==> config.mk <==
export PLATFORM = sky130hd
export DESIGN_NAME = nor32_1b_sync_flat
export DESIGN_NICKNAME = d
export VERILOG_FILES = /design/src/rtl/nor32_pkg.sv /design/src/rtl/nor32_1b_sync_if.sv /design/src/rtl/nor32_1b_sync_nor4_grp.sv /design/src/rtl/nor32_1b_sync.sv /design/src/flat_wrapper.sv
export SDC_FILE = /design/constraint.sdc
export NUM_CORES = 1
export LEC_CHECK = 0
export CORE_MARGIN = 2
export CORE_UTILIZATION = 52
export CTS_CLUSTER_DIAMETER = 150
export DETAILED_ROUTE_END_ITERATION = 10
export PLACE_DENSITY_LB_ADDON = 0.05
export SLEW_MARGIN = 15
export SYNTH_ARGS = -nofsm -noshare
export SYNTH_HDL_FRONTEND = slang
export SYNTH_HIERARCHICAL = 1
export SYNTH_SLANG_ARGS = --single-unit
==> constraint.sdc <==
create_clock -name clk -period 2.7 [get_ports clk]
set_clock_uncertainty 0.05 [all_clocks]
set_input_delay 0.54 -clock clk [delete_from_list [all_inputs] [get_ports clk]]
set_output_delay 0.54 -clock clk [all_outputs]
set_load 0.01 [all_outputs]
==> src/rtl/nor32_pkg.sv <==
// Shared constants and types for the 32-bit zero-detect / lowest-set-bit pipeline.
package nor32_pkg;

    localparam int DATA_W = 32;
    localparam int GRP_W  = 4;
    localparam int NGRP   = 8;
    localparam int IDX_W  = 5;
    localparam int GIDX_W = 2;

    typedef logic [GIDX_W-1:0] grp_idx_t;

endpackage

==> src/rtl/nor32_1b_sync_if.sv <==
// Operand in / flag-and-index out bus between the ALU result and flag logic.
interface nor32_1b_sync_if;
    import nor32_pkg::*;

    logic              in_valid;
    logic [DATA_W-1:0] a;
    logic              out_valid;
    logic              z;
    logic [IDX_W-1:0]  lsb_idx;

    modport master (
        output in_valid,
        output a,
        input  out_valid,
        input  z,
        input  lsb_idx
    );

    modport slave (
        input  in_valid,
        input  a,
        output out_valid,
        output z,
        output lsb_idx
    );

endinterface

==> src/rtl/nor32_1b_sync_nor4_grp.sv <==
// One 4-bit group: any-bit-set flag and the index of its lowest set bit.
module nor4_grp
    import nor32_pkg::*;
(
    input  logic [GRP_W-1:0] g,
    output logic             any,
    output grp_idx_t         idx
);

    // Lowest-first priority within the group; idx is 0 for an empty group.
    always_comb begin
        any = |g;
        idx = '0;
        if (g[0])      idx = 2'd0;
        else if (g[1]) idx = 2'd1;
        else if (g[2]) idx = 2'd2;
        else if (g[3]) idx = 2'd3;
    end

endmodule

==> src/rtl/nor32_1b_sync.sv <==
// Registered 32-bit zero detect with lowest-set-bit index, two-stage pipeline.
// Stage 1 reduces each 4-bit group; stage 2 picks the lowest non-empty group.
module nor32_1b_sync
    import nor32_pkg::*;
(
    input  logic            clk,
    input  logic            rst_n,
    nor32_1b_sync_if.slave  bus
);

    logic [NGRP-1:0]  grp_any_c;
    grp_idx_t         grp_idx_c [NGRP];

    logic             vld_p1;
    logic [NGRP-1:0]  grp_any_p1;
    grp_idx_t         grp_idx_p1 [NGRP];

    logic [IDX_W-1:0] sel_idx_c;

    logic             vld_p2;
    logic             z_p2;
    logic [IDX_W-1:0] lsb_idx_p2;

    for (genvar k = 0; k < NGRP; k++) begin : g_grp
        nor4_grp u_grp (
            .g   (bus.a[k*GRP_W +: GRP_W]),
            .any (grp_any_c[k]),
            .idx (grp_idx_c[k])
        );
    end

    // ---- stage 1: per-group any/idx, loaded only on a valid beat ----
    // Valid always shifts; group results hold when no operand is presented.
    always_ff @(posedge clk or negedge rst_n) begin
        if (!rst_n) begin
            vld_p1     <= 1'b0;
            grp_any_p1 <= '0;
            for (int k = 0; k < NGRP; k++) grp_idx_p1[k] <= '0;
        end else begin
            vld_p1 <= bus.in_valid;
            if (bus.in_valid) begin
                grp_any_p1 <= grp_any_c;
                for (int k = 0; k < NGRP; k++) grp_idx_p1[k] <= grp_idx_c[k];
            end
        end
    end

    // Lowest-first group priority: scanning downward lets the lowest set group win.
    always_comb begin
        sel_idx_c = '0;
        for (int k = NGRP - 1; k >= 0; k--) begin
            if (grp_any_p1[k]) sel_idx_c = {3'(k), grp_idx_p1[k]};
        end
    end

    // ---- stage 2: final flag and index, held while no result is produced ----
    // Reset value z = 1 matches the result for an all-zero operand.
    always_ff @(posedge clk or negedge rst_n) begin
        if (!rst_n) begin
            vld_p2     <= 1'b0;
            z_p2       <= 1'b1;
            lsb_idx_p2 <= '0;
        end else begin
            vld_p2 <= vld_p1;
            if (vld_p1) begin
                z_p2       <= ~|grp_any_p1;
                lsb_idx_p2 <= sel_idx_c;
            end
        end
    end

    assign bus.out_valid = vld_p2;
    assign bus.z         = z_p2;
    assign bus.lsb_idx   = lsb_idx_p2;

endmodule

==> src/flat_wrapper.sv <==
// flat-port wrapper written by rule: the top's interface ports become plain ports
module nor32_1b_sync_flat import nor32_pkg::*;
  (clk, rst_n, bus_in_valid, bus_a, bus_out_valid, bus_z, bus_lsb_idx);
  nor32_1b_sync_if bus_i ();
  input  logic clk;
  input  logic rst_n;
  input wire logic [$bits(bus_i.in_valid)-1:0] bus_in_valid;
  input wire logic [$bits(bus_i.a)-1:0] bus_a;
  output wire logic [$bits(bus_i.out_valid)-1:0] bus_out_valid;
  output wire logic [$bits(bus_i.z)-1:0] bus_z;
  output wire logic [$bits(bus_i.lsb_idx)-1:0] bus_lsb_idx;
  assign bus_i.in_valid = bus_in_valid;
  assign bus_i.a = bus_a;
  assign bus_out_valid = bus_i.out_valid;
  assign bus_z = bus_i.z;
  assign bus_lsb_idx = bus_i.lsb_idx;
  nor32_1b_sync u_core (.clk(clk), .rst_n(rst_n), .bus(bus_i));
endmodule
==> results of run 1 <==
[state kept, by name (all words and copies together) (netlist names)]
signal and flops:
u_core/grp_any_p1 8, u_core/grp_idx_p1 16, u_core/bus.z 1, u_core/vld_p1 1, u_core/bus.out_valid 1, u_core/bus.lsb_idx 5
[logic make-up after synthesis]
family | synth area share [%]
AOI/OAI and AO/OA | 14.3
buffers and inverters | 4.75
DFF | 48.3
muxes | 14.2
and+or+nand+nor | 18.4
[metal layers]
metal / part of all wire, % / track usage, % / vias to the layer above
met3: 6.4 / 6.40 / 6
met4: 1.5 / 7.45 / 0
met2: 49 / 34.8 / 41
met1: 43 / 21.9 / 632
met5: 0 / 0 / -
li1: - / - / 676
[tightest hold or removal path, stage by stage, from the launching register on]
cell,delay [ps]
dfstp_2,380
inv_1,40
o21ai_0,70
[final cells by class]
cell class                 instances  share of cell area [%]
clock buffer                       8                    2.70
inverter                          15                    2.59
multi-input combinational        121                    35.8
sequential                        32                    36.8
tap                               44                    2.53
timing repair buffer              43                    19.5
[stage by stage]
stage	area [µm²]	power [mW]	setup WS [ps]	hold slack (ps)
after floorplan	1660	0.626	1250	194
after global placement	2120	0.716	851	409
after detailed placement	2120	0.724	822	427
after CTS	2180	1.00	707	440
after global routing	2180	1.04	672	486
final	2180	0.992	728	434
[layout by cell type (no fill, tap or decap), drive strengths merged]
master / instances
o311ai: 1
nor4: 1
clkdlybuf4s50: 41
dfrtp: 31
o31ai: 2
nand3: 1
nand4: 1
o211ai: 2
a2111oi: 2
clkbuf: 8
dfstp: 1
nor3: 9
nand2: 22
nor3b: 1
o31a: 1
a21oi: 14
mux2: 21
nand2b: 9
buf: 2
o21ai: 10
nor2b: 3
o22ai: 1
inv: 15
nor2: 20
[how the worst max path moves through the flow]
stage / start / endpoint / slack (ps) / cells past startpoint
floorplan: bus_in_valid / u_core/grp_any_p1[5] / 1250 / 3
global route: u_core/bus.z / bus_z / 670 / 1
CTS: u_core/bus.z / bus_z / 710 / 1
global placement: bus_in_valid / u_core/grp_any_p1[4] / 850 / 3
finish: u_core/bus.z / bus_z / 730 / 1
detailed placement: bus_in_valid / u_core/grp_idx_p1[2] / 820 / 3
[power by group]
group / internal (mW) / total (mW) / switching, mW
Clock: 0.128 / 0.278 / 0.150
Sequential: 0.513 / 0.541 / 0.0281
Combinational: 0.102 / 0.173 / 0.0710
Total: 0.743 / 0.992 / 0.249
==> impl_metrics.ini, run 1 <==
[critical_path]
worstSetupPathType = reg2out
start_kind = flip-flop
reg2reg_depth = 4
crit_path_max_incr_delay_ps = 540
worstPathRequired_ps = 2110
path_max_fanout = 2
critical_path_arrival_ps = 1380
endpoint_kind = output pin
path_cells = clkdlybuf4s50_1
r2r-start = u_core/grp_any_p1[5]
crit_family = flip-flops
r2r_slack_ps = 1210
r2r_end = u_core/bus.lsb_idx[0]
cp_slowest_cell = dfstp_2
critPathBufInv = 1

[sta]
tightestPinTransition_ps = 386
hold_viol = 0
min_period_ps = 1970
fmax_mhz = 507
period_share_pct = 73.1
slew_headroom_pct = 74.0
setup_viol = 0
rsz0062_at_grt = false
drv_slew = 0
fin_setup_tns_ps = 0

[final_layout]
layout.nets = 253
seqCellArea_um2 = 802
antenna_cells = 0
fin_util_pct = 71.3
syn_to_final_growth_pct = 31.1
drive_gt1_share_pct = 19.2
multi_input_area_um2 = 779
fin_cells = 263
nFillCells = 265

[logic_synthesis]
yosysUniqueCellTypes = 27
synth_common_cells = dfrtp_1 (31), nand2_1 (22), mux2_2 (21)
yosysTopAreaCellShare_pct = 46.7
synth_area_leaders = dfrtp_1 (47%), mux2_2 (14%), nand2_1 (5.0%), nor2_1 (4.5%), a21oi_2 (4.2%)
ys_seq_area_share_pct = 48.3
synth_ff_type = dfrtp_1
synth-edff-count = 0
yosys_warnings = 6
syn_inst = 173
yosys.area.top_type = dfrtp_1
synthesis.nets = 208
synthArstFlopShare_pct = 100
avgSynthCellArea_um2 = 9.60
ys_ff_latch = 32
yosysMostFrequentCell = dfrtp_1
syn_area_um2 = 1660

[clocking]
clock-sinks = 32
cts-buffers-inserted = 5
cts_tree = built
htree_levels = 2
ctsHoldBuffers = 0
clock_path_buffers = 2
post_cts.repair.setup_buffers = 0
clk_pin_slew_ps = 90
insertion_delay_ps = 320
cts_resized = 0
cts_root_buf = clkbuf_4

[floorplan]
die_x_um = 60.5
fp.coreArea_um2 = 3050
io_pins = 42
chipHeight_um = 60.5
num_rows = 20
start_util_pct = 54.4
die_area_um2 = 3660

[grt]
grt_start_max_net_pins = 33
grt_antenna_before_repair = 0
grt_pass1_wl_um = 5220
grt_usage_pct = 19.6
globalRoute.totalOverflow = 0
grt_pass1_vias = 1274

[run_status]
status = finished, final reports clean

[flow_run]
maxCapViolCount = 0

[place]
placed_cells = 255
routabilityCongestion = 0.748
io_buffers = 41
dp_hpwl_um = 2400

[hold_path]
min_path_type = reg2reg
whs_path_depth = 2
min-delay-start = u_core/bus.z
min_to = u_core/bus.z

[routing]
num_vias = 1355
drt_iter0_markers = 43
ant_nets = 0
drc = 0
first_pass_iters = 4
wl_um = 3210
viasPerCell = 5.15
wl_per_cell_um = 12.2

[power_and_ir_drop]
power_density_nw_per_um2 = 455
p_leak_nw = 0.889
ir_drop_v = 0.000280
No activity file was read; power rests on OpenSTA's default activity.
==> inputs of run 2 (changes only) <==
--- a/config.mk
+++ b/config.mk
@@ -6,7 +6,7 @@
 export NUM_CORES = 1
 export LEC_CHECK = 0
 export CORE_MARGIN = 2
-export CORE_UTILIZATION = 52
+export CORE_UTILIZATION = 44
 export CTS_CLUSTER_DIAMETER = 150
 export DETAILED_ROUTE_END_ITERATION = 10
 export PLACE_DENSITY_LB_ADDON = 0.05
==> constraint.sdc (replaced) <==
create_clock -name clk -period 1.7 [get_ports clk]
set_clock_uncertainty 0.05 [all_clocks]
set_input_delay 0.34 -clock clk [delete_from_list [all_inputs] [get_ports clk]]
set_output_delay 0.34 -clock clk [all_outputs]
set_load 0.01 [all_outputs]
==> impl_metrics.ini, run 2 (synthesis results as in run 1) <==
[run_status]
status = finished, final reports clean

[clocking]
clock_path_buffers = 2
cts_root_buf = clkbuf_8
clock-sinks = 32
insertion_delay_ps = 280
htree_levels = 2
cts_tree = built
cts-buffers-inserted = 5
clk_pin_slew_ps = 60

[routing]
drc = 0
ant_nets = 0
viasPerCell = 5.01
num_vias = 1339
wl_um = 3170
drt_iter0_markers = 65
wl_per_cell_um = 11.9
first_pass_iters = 4

[sta]
hold_viol = 0
tightestPinTransition_ps = 395
whs_ps = 413
slew_headroom_pct = 73.0
setup_viol = 0
min_period_ps = 1540
fmax_mhz = 648
drv_slew = 0
period_share_pct = 90.8
fin_setup_tns_ps = 0
rsz0062_at_grt = false

[critical_path]
critical_path_arrival_ps = 1150
r2r_slack_ps = 200
path_cells = clkdlybuf4s50_1
crit_family = buffers and inverters
worstPathRequired_ps = 1310
start_kind = flip-flop
critPathBufInv = 1
endpoint_kind = output pin
crit_path_max_incr_delay_ps = 530
path_max_fanout = 2
r2r-start = u_core/grp_any_p1[5]
critPathLaunch = u_core/bus.lsb_idx[1]
cp_slowest_cell = clkdlybuf4s50_1
worstSetupPathType = reg2out

[floorplan]
start_util_pct = 45.7
die_area_um2 = 4280
num_rows = 22
die_x_um = 65.4
chipHeight_um = 65.4
io_pins = 42
fp.coreArea_um2 = 3630

[final_layout]
top_register = u_core/grp_idx_p1
syn_to_final_growth_pct = 33.4
layout.nets = 253
layout_common_cells = clkdlybuf4s50_1 (40), dfrtp_1 (31), nand2_1 (22)
antenna_cells = 0
final_common_cell = clkdlybuf4s50_1
nFillCells = 328
largest_register_ffs = 16
drive_gt1_share_pct = 18.7

[grt]
grt_usage_pct = 16.7
grt_start_max_net_pins = 33
grt_pass1_vias = 1274
globalRoute.totalOverflow = 0
grt_antenna_before_repair = 0
grt_pass1_wl_um = 5390

[place]
routabilityCongestion = 0.757
io_buffers = 41
dp_hpwl_um = 2430

[power_and_ir_drop]
power_density_nw_per_um2 = 755
ir_drop_v = 0.000414
p_leak_nw = 0.905

[hold_path]
min_path_type = in2async

[flow_run]
maxCapViolCount = 0
run 2: changes by cell type in the layout (fill, tap and decap cells not counted), sizes merged:
cell / previous run / this run
clkdlybuf4s50: 41 / 40
dlygate4sd2: 0 / 1
run 2: area by class of cell:
| type | instances | area [µm²] | area share [%] |
|---|---|---|---|
| clock buffers | 8 | 80.1 | 3.62 |
| inverters | 15 | 56.3 | 2.54 |
| multi-input cells | 121 | 779 | 35.2 |
| flip-flops and latches | 32 | 802 | 36.2 |
| well taps | 48 | 60.1 | 2.71 |
| repair buffers | 43 | 437 | 19.7 |
run 2: metrics by stage:
step                      util, %  area [µm²]  instances  power (mW)  worst slack [ps]
final                        61.0        2210        267        1.67               156
after global routing         61.0        2210        267        1.76              36.9
after CTS                    61.0        2210        267        1.70               134
after detailed placement     58.8        2140        259        1.15               118
after global placement       58.8        2140        259        1.14               144
after floorplan                 -        1660        173       0.995               382
run 2: worst paths after layout:
| path | end | cells after the start |
|---|---|---|
| setup / recovery | bus_lsb_idx[1] | 1 |
| hold / removal | u_core/grp_idx_p1[2] | 2 |
| setup reg to reg | u_core/bus.lsb_idx[0] | 4 |
| hold reg to reg | u_core/bus.z | 2 |
| max in group asynchronous | u_core/bus.z | 2 |
| min in group clk | u_core/bus.z | 2 |
run 2: routing by layer:
metal	GRT usage [%]	vias to the layer above	routed length (µm)
li1	-	680	-
met1	20.3	623	1390
met2	27.6	31	1550
met3	5.82	5	186
met4	5.47	0	38
met5	0	-	0
run 2: power by group:
group / internal, mW / switching (mW)
clock network: 0.290 / 0.246
logic: 0.165 / 0.112
registers: 0.816 / 0.0445
total: 1.27 / 0.402
run 2: what timing repair did:
action / CTS / global route
buffers inserted: 0 / 0
setup endpoints to repair: 1 / 0
hold buffers: 0 / 0
resized for setup: 1 / 0
==> inputs of run 3 (changes only) <==
--- a/config.mk
+++ b/config.mk
@@ -8,7 +8,9 @@
 export CORE_MARGIN = 2
 export CORE_UTILIZATION = 44
 export CTS_CLUSTER_DIAMETER = 150
+export CTS_CLUSTER_SIZE = 12
 export DETAILED_ROUTE_END_ITERATION = 10
+export MAX_ROUTING_LAYER = met4
 export PLACE_DENSITY_LB_ADDON = 0.05
 export SLEW_MARGIN = 15
 export SYNTH_ARGS = -nofsm -noshare
==> impl_metrics.ini, run 3 (synthesis results as in run 1) <==
[routing]
first_pass_iters = 4
wl_um = 3170
viasPerCell = 5.03
ant_nets = 0
drc = 0
wl_per_cell_um = 11.9
drt_iter0_markers = 65
num_vias = 1342

[power_and_ir_drop]
p_sw_mw = 0.400
total_power_mw = 1.67
p_leak_nw = 0.905
sw_frac_of_total_pct = 24.0
seqPwrFrac_pct = 51.5
combPwrFrac_pct = 16.6
ir_drop_v = 0.000414
power_density_nw_per_um2 = 754
power_frac_clock_pct = 31.9
p_int_mw = 1.27

[hold_path]
min_path_type = in2async

[floorplan]
fp.coreArea_um2 = 3630
chipHeight_um = 65.4
start_util_pct = 45.7
num_rows = 22
io_pins = 42
die_x_um = 65.4
die_area_um2 = 4280

[sta]
fmax_mhz = 649
drv_slew = 0
fin_setup_tns_ps = 0
period_share_pct = 90.7
slew_headroom_pct = 73.0
min_period_ps = 1540
tightestPinTransition_ps = 395
hold_viol = 0
setup_viol = 0
layout_setup_ws_ps = 159
rsz0062_at_grt = false

[place]
placed_cells = 259
routabilityCongestion = 0.767
dp_slack_ps = 118
io_buffers = 41
dp_hpwl_um = 2430

[final_layout]
final_common_cell = clkdlybuf4s50_1
layout_common_cells = clkdlybuf4s50_1 (40), dfrtp_1 (31), nand2_1 (22)
fin_cells = 267
largest_register_ffs = 16
antenna_cells = 0
layout.nets = 253
syn_to_final_growth_pct = 33.4
top_register = u_core/grp_idx_p1
fin_util_pct = 61.0
drive_gt1_share_pct = 18.7

[critical_path]
endpoint_kind = output pin
critical_path_arrival_ps = 1150
cp_slowest_cell = clkdlybuf4s50_1
worstPathRequired_ps = 1310
crit_path_max_incr_delay_ps = 530
crit_family = buffers and inverters
path_max_fanout = 2
path_cells = clkdlybuf4s50_1
worstSetupPathType = reg2out
start_kind = flip-flop
critPathBufInv = 1

[run_status]
status = finished, final reports clean

[clocking]
post_cts.repair.setup_buffers = 0
insertion_delay_ps = 280
cts_tree = built
cts-buffers-inserted = 5
clock-sinks = 32
cts_root_buf = clkbuf_8
clock_path_buffers = 2
clk_pin_slew_ps = 60
htree_levels = 2
ctsHoldBuffers = 0

[grt]
grt_start_max_net_pins = 33
grt_usage_pct = 17.2
grt_pass1_vias = 1271
globalRoute.totalOverflow = 0
grt_pass1_wl_um = 5400
grt_antenna_before_repair = 0

[flow_run]
maxCapViolCount = 0
[run 3: worst register-to-register path: stages, from the launching register on]
cell and delay [ps]:
dfrtp_1 430, nor3b_1 160, a2111oi_0 410, a21oi_1 160, o31ai_2 200
[run 3: metal layers]
metal	up-vias	routed length, µm	part of all wire, %	GRT usage (%)
met4	0	36	1.1	5.47
met5	-	0	0	-
met3	4	191	6.0	6.34
li1	679	-	-	-
met1	624	1370	43	20.3
met2	35	1570	50	27.6
[run 3: layout make-up]
| class | instances | area, µm² |
|---|---|---|
| Fill cell | 328 | 1420 |
| Sequential cell | 32 | 802 |
| Multi-Input combinational cell | 121 | 779 |
| Timing Repair Buffer | 43 | 437 |
| Clock buffer | 8 | 80.1 |
| Tap cell | 48 | 60.1 |
| Inverter | 15 | 56.3 |
[run 3: power by group through the flow]
stage               combinational (mW)  clock, mW  sequential, mW
finish                           0.277      0.534           0.861
global route                     0.306      0.593           0.868
CTS                              0.281      0.554           0.861
detailed placement               0.280          0           0.874
global placement                 0.271          0           0.872
floorplan                        0.134          0           0.860
[run 3: path summary, 6_finish.rpt]
kind	startpoint	to	slack, ps	cells after the start
max	u_core/bus.lsb_idx[1]	bus_lsb_idx[1]	160	1
min	rst_n	u_core/grp_idx_p1[2]	420	2
max reg2reg	u_core/grp_any_p1[5]	u_core/bus.lsb_idx[0]	200	4
min reg2reg	u_core/bus.z	u_core/bus.z	430	2
max in group asynchronous	rst_n	u_core/bus.z	860	2
min in group clk	u_core/bus.z	u_core/bus.z	430	2
[run 3: through the flow]
stage | area, µm² | hold slack, ps
4_1_cts | 2210 | 416
6_report | 2210 | 415
2_1_floorplan | 1660 | -5.59
3_5_place_dp | 2140 | 433
3_3_place_gp | 2140 | 411
5_1_grt | 2210 | 447
[run 3: timing repair]
action | CTS | global route
setup endpoints to repair | 1 | 0
hold endpoints to repair | 0 | 0
gates resized for setup | 1 | 0
